**src/rtl/vend_dispenser_if.sv**
```systemverilog
// Order handshake and mechanism lines between the vending FSM, the dispenser
// and the physical drop mechanism.
interface vend_dispenser_if #(
  parameter int unsigned COIN_W = 16
);
  logic              order_valid;
  logic              order_ready;
  logic [1:0]        beverage_in;
  logic [COIN_W-1:0] change_in;
  logic              mech_busy;
  logic              bev_drop;
  logic [1:0]        bev_sel;
  logic              coin_drop;
  logic [1:0]        coin_sel;
  logic              done;
  logic              err;
  logic [COIN_W-1:0] rem_out;

  // Dispenser side.
  modport slave (
    input  order_valid, beverage_in, change_in, mech_busy,
    output order_ready, bev_drop, bev_sel, coin_drop, coin_sel, done, err, rem_out
  );

  // Order source / mechanism side.
  modport master (
    output order_valid, beverage_in, change_in, mech_busy,
    input  order_ready, bev_drop, bev_sel, coin_drop, coin_sel, done, err, rem_out
  );
endinterface

```
**src/rtl/vend_dispenser.sv**
```systemverilog
// Vending dispenser: accepts one order, drops the beverage, then pays change
// greedily one coin per pulse while honouring the mechanism busy line.
module vend_dispenser #(
  parameter int unsigned COIN_W = 16,
  parameter int unsigned D0     = 200,
  parameter int unsigned D1     = 100,
  parameter int unsigned D2     = 50,
  parameter int unsigned D3     = 10
) (
  input  logic            clk,
  input  logic            rst,
  vend_dispenser_if.slave bus
);

  localparam logic [COIN_W-1:0] DEN0 = COIN_W'(D0);
  localparam logic [COIN_W-1:0] DEN1 = COIN_W'(D1);
  localparam logic [COIN_W-1:0] DEN2 = COIN_W'(D2);
  localparam logic [COIN_W-1:0] DEN3 = COIN_W'(D3);

  typedef enum logic [2:0] {
    S_IDLE,
    S_WAIT_BEV,
    S_BEV_PULSE,
    S_CALC,
    S_COIN_PULSE,
    S_DONE
  } state_t;

  state_t            state_q, state_d;
  logic [1:0]        bev_sel_q, bev_sel_d;
  logic [1:0]        coin_sel_q, coin_sel_d;
  logic [COIN_W-1:0] rem_q, rem_d;
  logic              err_q, err_d;

  // State and datapath registers; reset abandons any order in flight.
  always_ff @(posedge clk or negedge rst) begin
    if (!rst) begin
      state_q    <= S_IDLE;
      bev_sel_q  <= '0;
      coin_sel_q <= '0;
      rem_q      <= '0;
      err_q      <= 1'b0;
    end else begin
      state_q    <= state_d;
      bev_sel_q  <= bev_sel_d;
      coin_sel_q <= coin_sel_d;
      rem_q      <= rem_d;
      err_q      <= err_d;
    end
  end

  // Next-state logic, order latching and greedy coin selection.
  always_comb begin
    state_d    = state_q;
    bev_sel_d  = bev_sel_q;
    coin_sel_d = coin_sel_q;
    rem_d      = rem_q;
    err_d      = err_q;
    case (state_q)
      S_IDLE: begin
        if (bus.order_valid) begin
          bev_sel_d = bus.beverage_in;
          rem_d     = bus.change_in;
          err_d     = 1'b0;
          state_d   = (bus.beverage_in != 2'd0) ? S_WAIT_BEV : S_CALC;
        end
      end
      S_WAIT_BEV: begin
        if (!bus.mech_busy) state_d = S_BEV_PULSE;
      end
      S_BEV_PULSE: begin
        state_d = S_CALC;
      end
      S_CALC: begin
        if (rem_q == '0) begin
          err_d   = 1'b0;
          state_d = S_DONE;
        end else if (rem_q < DEN3) begin
          err_d   = 1'b1;
          state_d = S_DONE;
        end else if (!bus.mech_busy) begin
          state_d = S_COIN_PULSE;
          if (rem_q >= DEN0) begin
            coin_sel_d = 2'd0;
            rem_d      = rem_q - DEN0;
          end else if (rem_q >= DEN1) begin
            coin_sel_d = 2'd1;
            rem_d      = rem_q - DEN1;
          end else if (rem_q >= DEN2) begin
            coin_sel_d = 2'd2;
            rem_d      = rem_q - DEN2;
          end else begin
            coin_sel_d = 2'd3;
            rem_d      = rem_q - DEN3;
          end
        end
      end
      S_COIN_PULSE: begin
        state_d = S_CALC;
      end
      S_DONE: begin
        state_d = S_IDLE;
      end
      default: begin
        state_d = S_IDLE;
      end
    endcase
  end

  // Outputs decode the state register; err/rem_out are only shown with done.
  assign bus.order_ready = (state_q == S_IDLE);
  assign bus.bev_drop    = (state_q == S_BEV_PULSE);
  assign bus.bev_sel     = bev_sel_q;
  assign bus.coin_drop   = (state_q == S_COIN_PULSE);
  assign bus.coin_sel    = coin_sel_q;
  assign bus.done        = (state_q == S_DONE);
  assign bus.err         = (state_q == S_DONE) && err_q;
  assign bus.rem_out     = (state_q == S_DONE) ? rem_q : '0;

endmodule

```
**src/flat_wrapper.sv**
```systemverilog
// flat-port wrapper written by rule: the top's interface ports become plain ports
module vend_dispenser_flat 
#(
  parameter int unsigned COIN_W = 16,
  parameter int unsigned D0     = 200,
  parameter int unsigned D1     = 100,
  parameter int unsigned D2     = 50,
  parameter int unsigned D3     = 10
)
  (clk, rst, bus_order_valid, bus_beverage_in, bus_change_in, bus_mech_busy, bus_order_ready, bus_bev_drop, bus_bev_sel, bus_coin_drop, bus_coin_sel, bus_done, bus_err, bus_rem_out);
  vend_dispenser_if #(.COIN_W(COIN_W)) bus_i ();
  input  logic clk;
  input  logic rst;
  input wire logic [$bits(bus_i.order_valid)-1:0] bus_order_valid;
  input wire logic [$bits(bus_i.beverage_in)-1:0] bus_beverage_in;
  input wire logic [$bits(bus_i.change_in)-1:0] bus_change_in;
  input wire logic [$bits(bus_i.mech_busy)-1:0] bus_mech_busy;
  output wire logic [$bits(bus_i.order_ready)-1:0] bus_order_ready;
  output wire logic [$bits(bus_i.bev_drop)-1:0] bus_bev_drop;
  output wire logic [$bits(bus_i.bev_sel)-1:0] bus_bev_sel;
  output wire logic [$bits(bus_i.coin_drop)-1:0] bus_coin_drop;
  output wire logic [$bits(bus_i.coin_sel)-1:0] bus_coin_sel;
  output wire logic [$bits(bus_i.done)-1:0] bus_done;
  output wire logic [$bits(bus_i.err)-1:0] bus_err;
  output wire logic [$bits(bus_i.rem_out)-1:0] bus_rem_out;
  assign bus_i.order_valid = bus_order_valid;
  assign bus_i.beverage_in = bus_beverage_in;
  assign bus_i.change_in = bus_change_in;
  assign bus_i.mech_busy = bus_mech_busy;
  assign bus_order_ready = bus_i.order_ready;
  assign bus_bev_drop = bus_i.bev_drop;
  assign bus_bev_sel = bus_i.bev_sel;
  assign bus_coin_drop = bus_i.coin_drop;
  assign bus_coin_sel = bus_i.coin_sel;
  assign bus_done = bus_i.done;
  assign bus_err = bus_i.err;
  assign bus_rem_out = bus_i.rem_out;
  vend_dispenser #(.COIN_W(COIN_W), .D0(D0), .D1(D1), .D2(D2), .D3(D3)) u_core (.clk(clk), .rst(rst), .bus(bus_i));
endmodule
```
**config.mk**
```make
export PLATFORM = sky130hd
export DESIGN_NAME = vend_dispenser_flat
export DESIGN_NICKNAME = d
export VERILOG_FILES = /design/src/rtl/vend_dispenser_if.sv /design/src/rtl/vend_dispenser.sv /design/src/flat_wrapper.sv
export SDC_FILE = /design/constraint.sdc
export NUM_CORES = 1
export LEC_CHECK = 0
export BUFFER_PORTS_ARGS = -buffer_cell sky130_fd_sc_hd__buf_4
export CAP_MARGIN = 10
export CELL_PAD_IN_SITES_DETAIL_PLACEMENT = 0
export CELL_PAD_IN_SITES_GLOBAL_PLACEMENT = 2
export CORE_MARGIN = 2
export CORE_UTILIZATION = 31
export CTS_CLUSTER_DIAMETER = 200
export DETAILED_ROUTE_END_ITERATION = 7
export PLACE_DENSITY_LB_ADDON = 0.1
export SLEW_MARGIN = 20
export SYNTH_ARGS = -nofsm -noshare
export SYNTH_HDL_FRONTEND = slang
export SYNTH_SLANG_ARGS = --single-unit
```
**constraint.sdc**
```tcl
create_clock -name clk -period 3.33 [get_ports clk]
set_input_delay 0.1665 -clock clk [delete_from_list [all_inputs] [get_ports clk]]
set_output_delay 0.1665 -clock clk [all_outputs]
set_load 0.03 [all_outputs]
```
[After elaboration in Yosys (flattened, before gate mapping)]
Cells that the tools add are included.
Word-level totals
  input bits: 22
  logic and storage cells: 62
  bits in registers: 24
  output and inout bits: 25
Operators by class
  reduce and logical (&&, ||, !) cells: 11
  add/sub/neg operators: 4
  mux-type cells: 23
  equal/unequal tests: 12
  order comparisons: 4
  bitwise logic cells: 3
Operator list (count)
  $mux 16: 8
  $pmux 16 s2: 1
  $ge 16x6->1 const B: 1
  $ge 16x7->1 const B: 1
  $ge 16x8->1 const B: 1
  $logic_not 16->1: 1
  $lt 16x4->1 const B: 1
  $sub 16x4->16 const B: 1
  $sub 16x6->16 const B: 1
  $sub 16x7->16 const B: 1
  $sub 16x8->16 const B: 1
  $mux 3: 5
  $pmux 3 s4: 1
  $ne 2x2->1 const B: 5
  $eq 3x2->1 const B: 2
  $eq 3x3->1 const B: 2
  $mux 2: 3
  $reduce_and 3->1: 2
  $reduce_and 5->1: 1
  $mux 1: 4
  $ne 4x2->1 const B: 1
  $reduce_and 4->1: 1
  $reduce_bool 2->1: 2
  $eq 3x1->1 const B: 1
  7 further kinds: 9

[Depth between registers and ports, before layout]
Gate-level depths: netlist (run 1).
  word-level depth: 8
  depth in mapped cells: 9
  mapped depth without buffers: 8

[Worst setup path before layout (run 1)]
Ideal clock, no wire load.
  path type: flip-flop to flip-flop
  start point: register u_core.rem_q[3]
  end point: register u_core.rem_q[10]
  setup slack: 570 ps
  buffers on the path: 1
  stages on the path, launching flop included: 10
  arrival: 2622 ps
  required time: 3192 ps
  library setup time: 138 ps
  period minus slack after synthesis: 2760 ps
  cell sequence: dfrtp_1 > inv_1 > ha_1 > or3b_2 > a2111o_1 > o21a_1 > nor2_1 > buf_2 > a21oi_1 > a2bb2oi_1
Between the ends
  word-level cells in the longest chain between the ends: 8
  elaborated cells on any way between the ends: 19
  classes of those cells: 4 x add/sub; 4 x order compare; 2 x eq/ne; 7 x mux; 2 x reduce/logical
Ends and longest elaborated chain
  from (decl): RTL line vend_dispenser.sv:32  | logic [COIN_W-1:0] rem_q, rem_d;
  from (signal assigned): RTL line vend_dispenser.sv:47  | rem_q <= rem_d;
  $sub 16x4->16 (tied with other cells): RTL line vend_dispenser.sv:94  | rem_d = rem_q - DEN3;
  $mux 16: RTL line vend_dispenser.sv:89  | end else if (rem_q >= DEN2) begin
  $mux 16: RTL line vend_dispenser.sv:86  | end else if (rem_q >= DEN1) begin
  $mux 16: RTL line vend_dispenser.sv:83  | if (rem_q >= DEN0) begin
  $mux 16: RTL line vend_dispenser.sv:81  | end else if (!bus.mech_busy) begin
  $mux 16: RTL line vend_dispenser.sv:78  | end else if (rem_q < DEN3) begin
  $mux 16: RTL line vend_dispenser.sv:75  | if (rem_q == '0) begin
  $pmux 16 s2: RTL line vend_dispenser.sv:59  | case (state_q)
Several ways; a longest one is shown, not always the timed one. The select of a mux whose other input is x is not followed.
A chain may end at the register's enable or synchronous reset.

[Worst setup path after layout (run 1)]
  start point: register u_core.rem_q[2]
  end point: register u_core.rem_q[14]
The elaborated chain is that of the path after synthesis.

==> impl_metrics.ini, run 1 <==
[sta]
rsz0062_at_grt = false
min_period_ps = 2938
tightestPinTransition_ps = 880.7
final_max_slew_viol_count = 0
skew_ps = 4.939
fin_tns_setup_ps = 0
fin_crit_sh = 0.8822
fmax_mhz = 340.4
hold_violations = 0
finalSetupViolCount = 0
relSlewSlack = 0.3977

[power_and_ir_drop]
pwr-share-clk = 0.093
p_sw_w = 0.001256
power_density_nw_per_um2 = 831.2
ir_drop_mv = 0.2189
p_total_w = 0.002349
intPower_w = 0.001093
combPwrFrac = 0.638
power_leakage_nw = 1.175
switching_share = 0.5347
power.share.sequential = 0.269

[global_routing]
grt_overflow = 0
grt_pass1_wl_mm = 12.53
grt_pass1_vias = 2357
grt.total_usage = 0.2065
antenna_found_initial = 0
grt_max_degree = 27

[route]
drt_iter0_drc = 109
routed_wl_mm = 8.060
drc = 0
avgRoutedWirePerCell_um = 18.40
ant_nets = 0
vias = 2463
firstDrtPassIters = 4
vias_per_cell = 5.623

[clock_tree]
ctsResizeCount = 0
clk_pin_slew_ps = 100
cts_root_buf = clkbuf_8
worstSkewPairLatency_ps = 280
cts_tree = built
cts_buffer_depth = 2
cts_hold_buf = 1
clkSinkCount = 24
ctsHtreeMaxLevel = 1
post-cts-setup-buffers = 0
numCtsBuffers = 3

[floorplanning]
die_h_um = 89.45
core-area_sq_um = 7176
pin_count = 47
initial_core_util = 0.3154
die_w_um = 89.45
die-area_sq_um = 8000
std_cell_rows = 31

[run]
maxCapViolCount = 0

[synthesis]
yosysSeqAreaShare = 0.2653
synth-edff-count = 0
syn_inst = 294
async_reset_ff_frac = 1.000
ys_types = 67
syn_avg_cell_area_sq_um = 7.699
yosys_warnings = 0
syn_nets = 328
yosysMostFrequentCell = nand2_1
ys_seq_elements = 24
synth_area_leaders = dfrtp_1, ha_1, nand2_1, nor2_1, nor3_1
yosys-top-cells-count = nand2_1, nor2_1, dfrtp_1
yosysTopAreaCell = dfrtp_1
synthesis.area_sq_um = 2263
synth_ff_type = dfrtp_1
yosysTopAreaCellShare = 0.2653

[final_layout]
seqCellArea_sq_um = 600.6
fillers = 783
layout.nets = 374
drive_gt1_frac = 0.2212
multi_input_area_sq_um = 1553
antenna_cells = 0
area_delta_synth_final_pct = 24.88

[critical_path]
worst-path-max-fanout = 7
arrival_ps = 3150
cp-end-kind = register
criticalPathCategory = reg2reg
critPathRequiredTime_ps = 3540
start_kind = register

[run_status]
status = complete, no violations

[hold_path]
hp-class = in2reg

[placement]
numPortBuffers = 46
routabilityCongestion = 0.8664
dpl.hpwl_mm = 6.044
==> final timing paths <==
path / cells past startpoint / end / start / slack (ps)
setup / recovery: 8 / u_core.rem_q[14] / u_core.rem_q[2] / 390
setup reg to reg: 8 / u_core.rem_q[14] / u_core.rem_q[2] / 390
hold / removal: 2 / u_core.state_q[2] / bus_mech_busy / 70
hold reg to reg: 2 / u_core.bus.bev_sel[0] / u_core.bus.bev_sel[0] / 480
max in group asynchronous: 2 / u_core.rem_q[14] / rst / 2730
min in group asynchronous: 2 / u_core.bus.coin_sel[1] / rst / 330
==> sequential cells by signal (all words and copies together), names as in the netlist <==
name and count:
u_core.bus.bev_sel 2, u_core.state_q 3, u_core.err_q 1, u_core.bus.coin_sel 2
u_core.rem_q 16
==> final cells by class <==
| class | count | area share |
|---|---|---|
| inverters | 9 | 0.01195 |
| clock buffers | 4 | 0.01948 |
| repair buffers | 61 | 0.1629 |
| well taps | 99 | 0.04382 |
| flip-flops and latches | 24 | 0.2125 |
| multi-input cells | 241 | 0.5494 |
==> worst max-delay path, stage by stage, from the launching register on <==
cell	delay [ps]
dfrtp_1	450
inv_1	170
ha_1	320
a2111oi_0	840
nor2_1	90
nor4_1	500
a211oi_1	160
a21oi_1	180
a2bb2oi_1	160
==> layer usage <==
metal  share of wire  GRT usage  vias up
met5               0          0        -
met4           0.019    0.06513        0
met3           0.034    0.02308       12
met2            0.47     0.3414       67
met1            0.48     0.2813     1182
li1                -          -     1202
==> logic make-up after synthesis <==
kind of cell             Yosys count  share of synthesized area
AND/OR/NAND/NOR                  131                     0.3029
flip-flops                        24                     0.2653
buffers and inverters             29                    0.05085
AO/OA/AOI/OAI                     94                     0.2963
multiplexers                       4                    0.01824
adder cells (fa/ha/maj)           12                    0.06633
==> power by group through the flow <==
stage                     registers (W)  clock network, W  logic (W)
after global routing           0.000656          0.000237    0.00167
after CTS                      0.000624          0.000228    0.00150
final                          0.000631          0.000219    0.00150
after global placement         0.000633                 0    0.00151
after detailed placement       0.000630                 0    0.00148
after floorplan                0.000536                 0    0.00108
==> layout by cell type, fill, tap and decap left out, drive strengths merged, types with 3 or more instances in the layout <==
| cell type | count |
|---|---|
| o21ai | 15 |
| nor2 | 27 |
| or3 | 4 |
| nand4 | 3 |
| a211oi | 5 |
| nor2b | 4 |
| inv | 9 |
| ha | 12 |
| mux2i | 3 |
| nor3b | 3 |
| a21oi | 14 |
| nor3 | 17 |
| nor4 | 4 |
| dfrtp | 24 |
| and2 | 13 |
| nand2 | 32 |
| a2bb2oi | 3 |
| a31oi | 7 |
| a41oi | 5 |
| nand2b | 4 |
| or4 | 4 |
| o211ai | 5 |
| o22ai | 6 |
| clkbuf | 4 |
| nand3 | 7 |
| buf | 60 |
==> per-stage QoR <==
step	util	area (sq um)	hold slack [ps]	worst slack, ps	instances
finish	0.3939	2826	72.87	392.4	438
global route	0.3939	2826	79.11	243.3	438
CTS	0.3939	2826	68.73	465.8	438
detailed placement	0.3848	2761	106.8	503.3	433
global placement	0.3848	2761	109.3	536.5	433
floorplan	-	2263	-129.1	570.1	294
Note: power is estimated with default switching activity, not from simulation.
==> run 2, diff against run 1 <==
--- a/config.mk
+++ b/config.mk
@@ -14,6 +14,7 @@
 export CTS_CLUSTER_DIAMETER = 200
 export DETAILED_ROUTE_END_ITERATION = 7
 export PLACE_DENSITY_LB_ADDON = 0.1
+export REMOVE_ABC_BUFFERS = 1
 export SLEW_MARGIN = 20
 export SYNTH_ARGS = -nofsm -noshare
 export SYNTH_HDL_FRONTEND = slang
==> run 2 against run 1 <==
Net effect: setup slack worse by 52 ps; routed wire length fell by 5.3%; critical path type unchanged; utilization fell by 0.51 points; first-iteration DRC count is 17% higher; largest power group unchanged.
==> impl_metrics.ini, run 2 (synthesis gave the netlist of run 1 again) <==
[critical_path]
critPathRequiredTime_ps = 3510
criticalPathCategory = reg2reg
crit_chain = inv_1 -> ha_1 -> or3b_2 -> a2111o_1 -> o21ai_1 -> nand2_1 -> o311a_1 -> o211a_1
slowest_delay_ps = 500
cp-end-kind = register
worst-path-max-fanout = 11
arrival_ps = 3160
r2r_setup_slack_ps = 340
slowest_stage = dfrtp_1
start_kind = register

[floorplanning]
die_w_um = 89.45
std_cell_rows = 31
pin_count = 47
core-area_sq_um = 7176
die-area_sq_um = 8000
die_h_um = 89.45
initial_core_util = 0.3154

[final_layout]
post-route-util = 0.3888
seqCellArea_sq_um = 600.6
multi_input_area_sq_um = 1553
antenna_cells = 0
largest_registers = u_core.rem_q x16, u_core.state_q x3
top_register = u_core.rem_q
layout.nets = 367
area_delta_synth_final_pct = 23.27
fillers = 779
drive_gt1_frac = 0.2048
largest_reg_flops = 16
final_common_cell = buf_4
final_cell_mix = buf_4, nand2_1, nor2_1

[global_routing]
grt_pass1_wl_mm = 12.05
grt_pass1_vias = 2278
grt_max_degree = 25
grt.total_usage = 0.1971
antenna_found_initial = 0
grt_overflow = 0

[route]
vias_per_cell = 5.580
firstDrtPassIters = 4
vias = 2405
drt_iter0_drc = 128
ant_nets = 0
drc = 0
routed_wl_mm = 7.635
avgRoutedWirePerCell_um = 17.71

[sta]
fin_crit_sh = 0.8978
hold_violations = 0
tightestPinTransition_ps = 821.9
fin_tns_setup_ps = 0
min_period_ps = 2990
rsz0062_at_grt = false
finalSetupViolCount = 0
final_max_slew_viol_count = 0
relSlewSlack = 0.4379
hold-worst-slack_ps = 65.15
fmax_mhz = 334.5
skew_ps = 7.081

[power_and_ir_drop]
combPwrFrac = 0.597
p_sw_w = 0.001213
power.share.sequential = 0.283
ir_drop_mv = 0.2881
intPower_w = 0.001107
power_leakage_nw = 1.149
switching_share = 0.5229
pwr-share-clk = 0.120
power_density_nw_per_um2 = 831.6

[clock_tree]
cts_root_buf = clkbuf_8
clkSinkCount = 24
worstSkewPairLatency_ps = 280
clk_pin_slew_ps = 110
cts_buffer_depth = 2
numCtsBuffers = 3
cts_tree = built
post-cts-setup-buffers = 0
ctsHtreeMaxLevel = 1

[hold_path]
hp-class = in2reg

[placement]
dpl.hpwl_mm = 5.684
numPortBuffers = 46
routabilityCongestion = 0.8272

[run_status]
status = complete, no violations

[run]
maxCapViolCount = 0
-- run 2: changes by cell type in the layout (fill, tap and decap cells not counted), sizes merged --
cell,previous run,this run
buf,60,53
bufinv,0,1
clkbuf,4,3
-- run 2: worst max-delay path, delay by kind of cell, from the launching register on --
family	cells	cell delay [ps]
simple gates	2	810
fa+ha+maj	1	250
flops	1	500
compound gates	4	1080
buf+inv	1	250
-- run 2: repair_timing --
item / in CTS / in global routing
resized for setup: 0 / 0
endpoints found under the hold margin: 24 / 0
hold buffers: 1 / 0
-- run 2: final timing paths --
| kind | endpoint | cells after the start | from |
|---|---|---|---|
| max reg2reg | u_core.rem_q[6] | 8 | u_core.rem_q[3] |
| min in group asynchronous | u_core.rem_q[14] | 2 | rst |
| min reg2reg | u_core.bus.bev_sel[0] | 2 | u_core.bus.bev_sel[0] |
| min | u_core.state_q[2] | 2 | bus_mech_busy |
| max in group asynchronous | u_core.rem_q[4] | 2 | rst |
| max | u_core.rem_q[6] | 8 | u_core.rem_q[3] |
-- run 2: per-stage QoR --
| stage | instance area (sq um) | total power (W) | setup slack (ps) | std cells |
|---|---|---|---|---|
| finish | 2790 | 0.002320 | 340.2 | 431 |
| global route | 2790 | 0.002528 | 214.4 | 431 |
| CTS | 2790 | 0.002331 | 327.9 | 431 |
| detailed placement | 2709 | 0.002046 | 353.5 | 426 |
| global placement | 2709 | 0.002070 | 465.7 | 426 |
| floorplan | 2182 | 0.001556 | 416.2 | 274 |
-- run 2: final cells by class --
cell class / instances / area share
Clock inverter: 1 / 0.01076
Multi-Input combinational cell: 241 / 0.5565
Sequential cell: 24 / 0.2152
Inverter: 9 / 0.01211
Timing Repair Buffer: 54 / 0.1462
Tap cell: 99 / 0.04439
Clock buffer: 3 / 0.01480
-- run 2: per-layer routing --
| layer | GRT usage | share of wire | routed length, um |
|---|---|---|---|
| met5 | 0 | 0 | 0 |
| met4 | 0.04885 | 0.014 | 109 |
| met3 | 0.02585 | 0.039 | 298 |
| met2 | 0.3192 | 0.47 | 3556 |
| met1 | 0.2776 | 0.48 | 3670 |
-- run 2: power by group through the flow --
| stage | Clock [W] | Sequential (W) | Combinational, W |
|---|---|---|---|
| final | 0.000278 | 0.000658 | 0.00138 |
| after global routing | 0.000299 | 0.000693 | 0.00154 |
| after CTS | 0.000284 | 0.000658 | 0.00139 |
| after detailed placement | 0 | 0.000664 | 0.00138 |
| after global placement | 0 | 0.000669 | 0.00140 |
| after floorplan | 0 | 0.000624 | 0.000933 |
==> run 3, diff against run 2 <==
--- a/config.mk
+++ b/config.mk
@@ -5,7 +5,7 @@
 export SDC_FILE = /design/constraint.sdc
 export NUM_CORES = 1
 export LEC_CHECK = 0
-export BUFFER_PORTS_ARGS = -buffer_cell sky130_fd_sc_hd__buf_4
+export BUFFER_PORTS_ARGS = -buffer_cell sky130_fd_sc_hd__clkbuf_2
 export CAP_MARGIN = 10
 export CELL_PAD_IN_SITES_DETAIL_PLACEMENT = 0
 export CELL_PAD_IN_SITES_GLOBAL_PLACEMENT = 2
==> run 3 against run 2 <==
Net effect: utilization shrank 1.5 points; cell count grew 0.23%; register-to-register slack gained 40 ps; via count shrank 0.79%; critical path type unchanged; setup slack better by 37 ps; routed wire length grew 0.79%; design area shrank 3.9%; clock power is essentially flat; non-clock buffer count up 1; critical endpoint is now u_core.rem_q[11]; sequential power about the same; hold slack barely moved; power is 0.72% lower.
==> impl_metrics.ini, run 3 (synthesis gave the netlist of run 1 again) <==
[floorplanning]
die_h_um = 89.45
die_w_um = 89.45
pin_count = 47
die-area_sq_um = 8000
core-area_sq_um = 7176
initial_core_util = 0.3154
std_cell_rows = 31

[final_layout]
area_delta_synth_final_pct = 18.52
largest_reg_flops = 16
antenna_cells = 0
drive_gt1_frac = 0.2072
largest_registers = u_core.rem_q x16, u_core.state_q x3
final_cells = 432
final_cell_mix = clkbuf_2, nand2_1, nor2_1
layout.nets = 368
top_register = u_core.rem_q
final_common_cell = clkbuf_2

[sta]
final_max_slew_viol_count = 0
finalSetupViolCount = 0
tightestPinTransition_ps = 827.6
fmax_mhz = 338.7
fin_tns_setup_ps = 0
fin_crit_sh = 0.8867
hold_violations = 0
relSlewSlack = 0.4340
min_period_ps = 2953
rsz0062_at_grt = false
skew_ps = 7.058

[clock_tree]
ctsHtreeMaxLevel = 1
cts_tree = built
clkSinkCount = 24
cts_root_buf = clkbuf_8
clk_pin_slew_ps = 100
post-cts-setup-buffers = 0
worstSkewPairLatency_ps = 280
numCtsBuffers = 3
cts_buffer_depth = 2

[run_status]
status = complete, no violations

[placement]
dpl.cell_count = 427
routabilityCongestion = 0.8241
dpl.hpwl_mm = 5.705
numPortBuffers = 46

[power_and_ir_drop]
ir_drop_mv = 0.2896
power_leakage_nw = 1.121
power_density_nw_per_um2 = 858.7

[run]
maxCapViolCount = 0

[critical_path]
criticalPathCategory = reg2reg
critPathRequiredTime_ps = 3490
cp-end-kind = register
start_kind = register
arrival_ps = 3110
worst-path-max-fanout = 9

[global_routing]
grt_pass1_vias = 2292
grt_overflow = 0
grt_max_degree = 31
grt.total_usage = 0.2024
antenna_found_initial = 0
grt_pass1_wl_mm = 12.39

[route]
routed_wl_mm = 7.695
firstDrtPassIters = 4
avgRoutedWirePerCell_um = 17.81
ant_nets = 0
drt_iter0_drc = 129
vias_per_cell = 5.523
vias = 2386
drc = 0

[hold_path]
hp-class = in2reg
## run 3: changes by cell type in the layout (fill, tap and decap cells not counted)
cell,change
clkbuf_2,+46
buf_4,-45
## run 3: final timing paths
kind / endpoint / from / cells past startpoint / slack [ps]
max: u_core.rem_q[11] / u_core.rem_q[3] / 9 / 380
min: u_core.rem_q[0] / bus_change_in[0] / 3 / 70
max reg2reg: u_core.rem_q[11] / u_core.rem_q[3] / 9 / 380
min reg2reg: u_core.bus.bev_sel[1] / u_core.bus.bev_sel[1] / 2 / 490
max in group asynchronous: u_core.bus.bev_sel[1] / rst / 2 / 2440
min in group asynchronous: u_core.rem_q[7] / rst / 2 / 440
## run 3: worst max-delay path, cell delays in order, from the launching register on
cell and delay [ps]:
dfrtp_1 480, inv_1 260, ha_1 240, or3b_2 470, a2111o_1 470, o21ai_1 170
nand2_1 270, buf_4 260, a21oi_1 110, o21ai_0 90
## run 3: routing by layer
metal  track usage  part of all wire
met1        0.2888              0.49
met2        0.3354              0.47
met3       0.02031             0.040
met4       0.03528            0.0068
met5             0                 0
## run 3: repair_timing
item / CTS / global route
endpoints found under the hold margin: 24 / 0
gates resized for setup: 0 / 0
hold buffers: 1 / 0
## run 3: power by group
group / internal, W / switching, W / total, W
Clock: 0.000161 / 0.000116 / 0.000277
Sequential: 0.000413 / 0.000248 / 0.000660
Combinational: 0.000507 / 0.000859 / 0.00137
## run 3: layout make-up
type	instances	area (sq um)
fill	794	4493
multi-input combinational	241	1553
sequential	24	600.6
timing repair buffer	55	300.3
tap	99	123.9
clock buffer	3	41.29
inverter	9	33.78
clock inverter	1	30.03
## run 3: per-stage QoR
step                hold slack, ps  setup WS (ps)  instance area [sq um]  total power (W)    util
floorplan                   -129.1          416.2                   2182         0.001556       -
global placement             262.0          449.4                   2601         0.002054  0.3625
detailed placement           261.1          407.6                   2601         0.002030  0.3625
CTS                          62.64          371.4                   2683         0.002319  0.3738
global route                 86.89          72.55                   2683         0.002524  0.3738
finish                       65.03          377.3                   2683         0.002304  0.3738
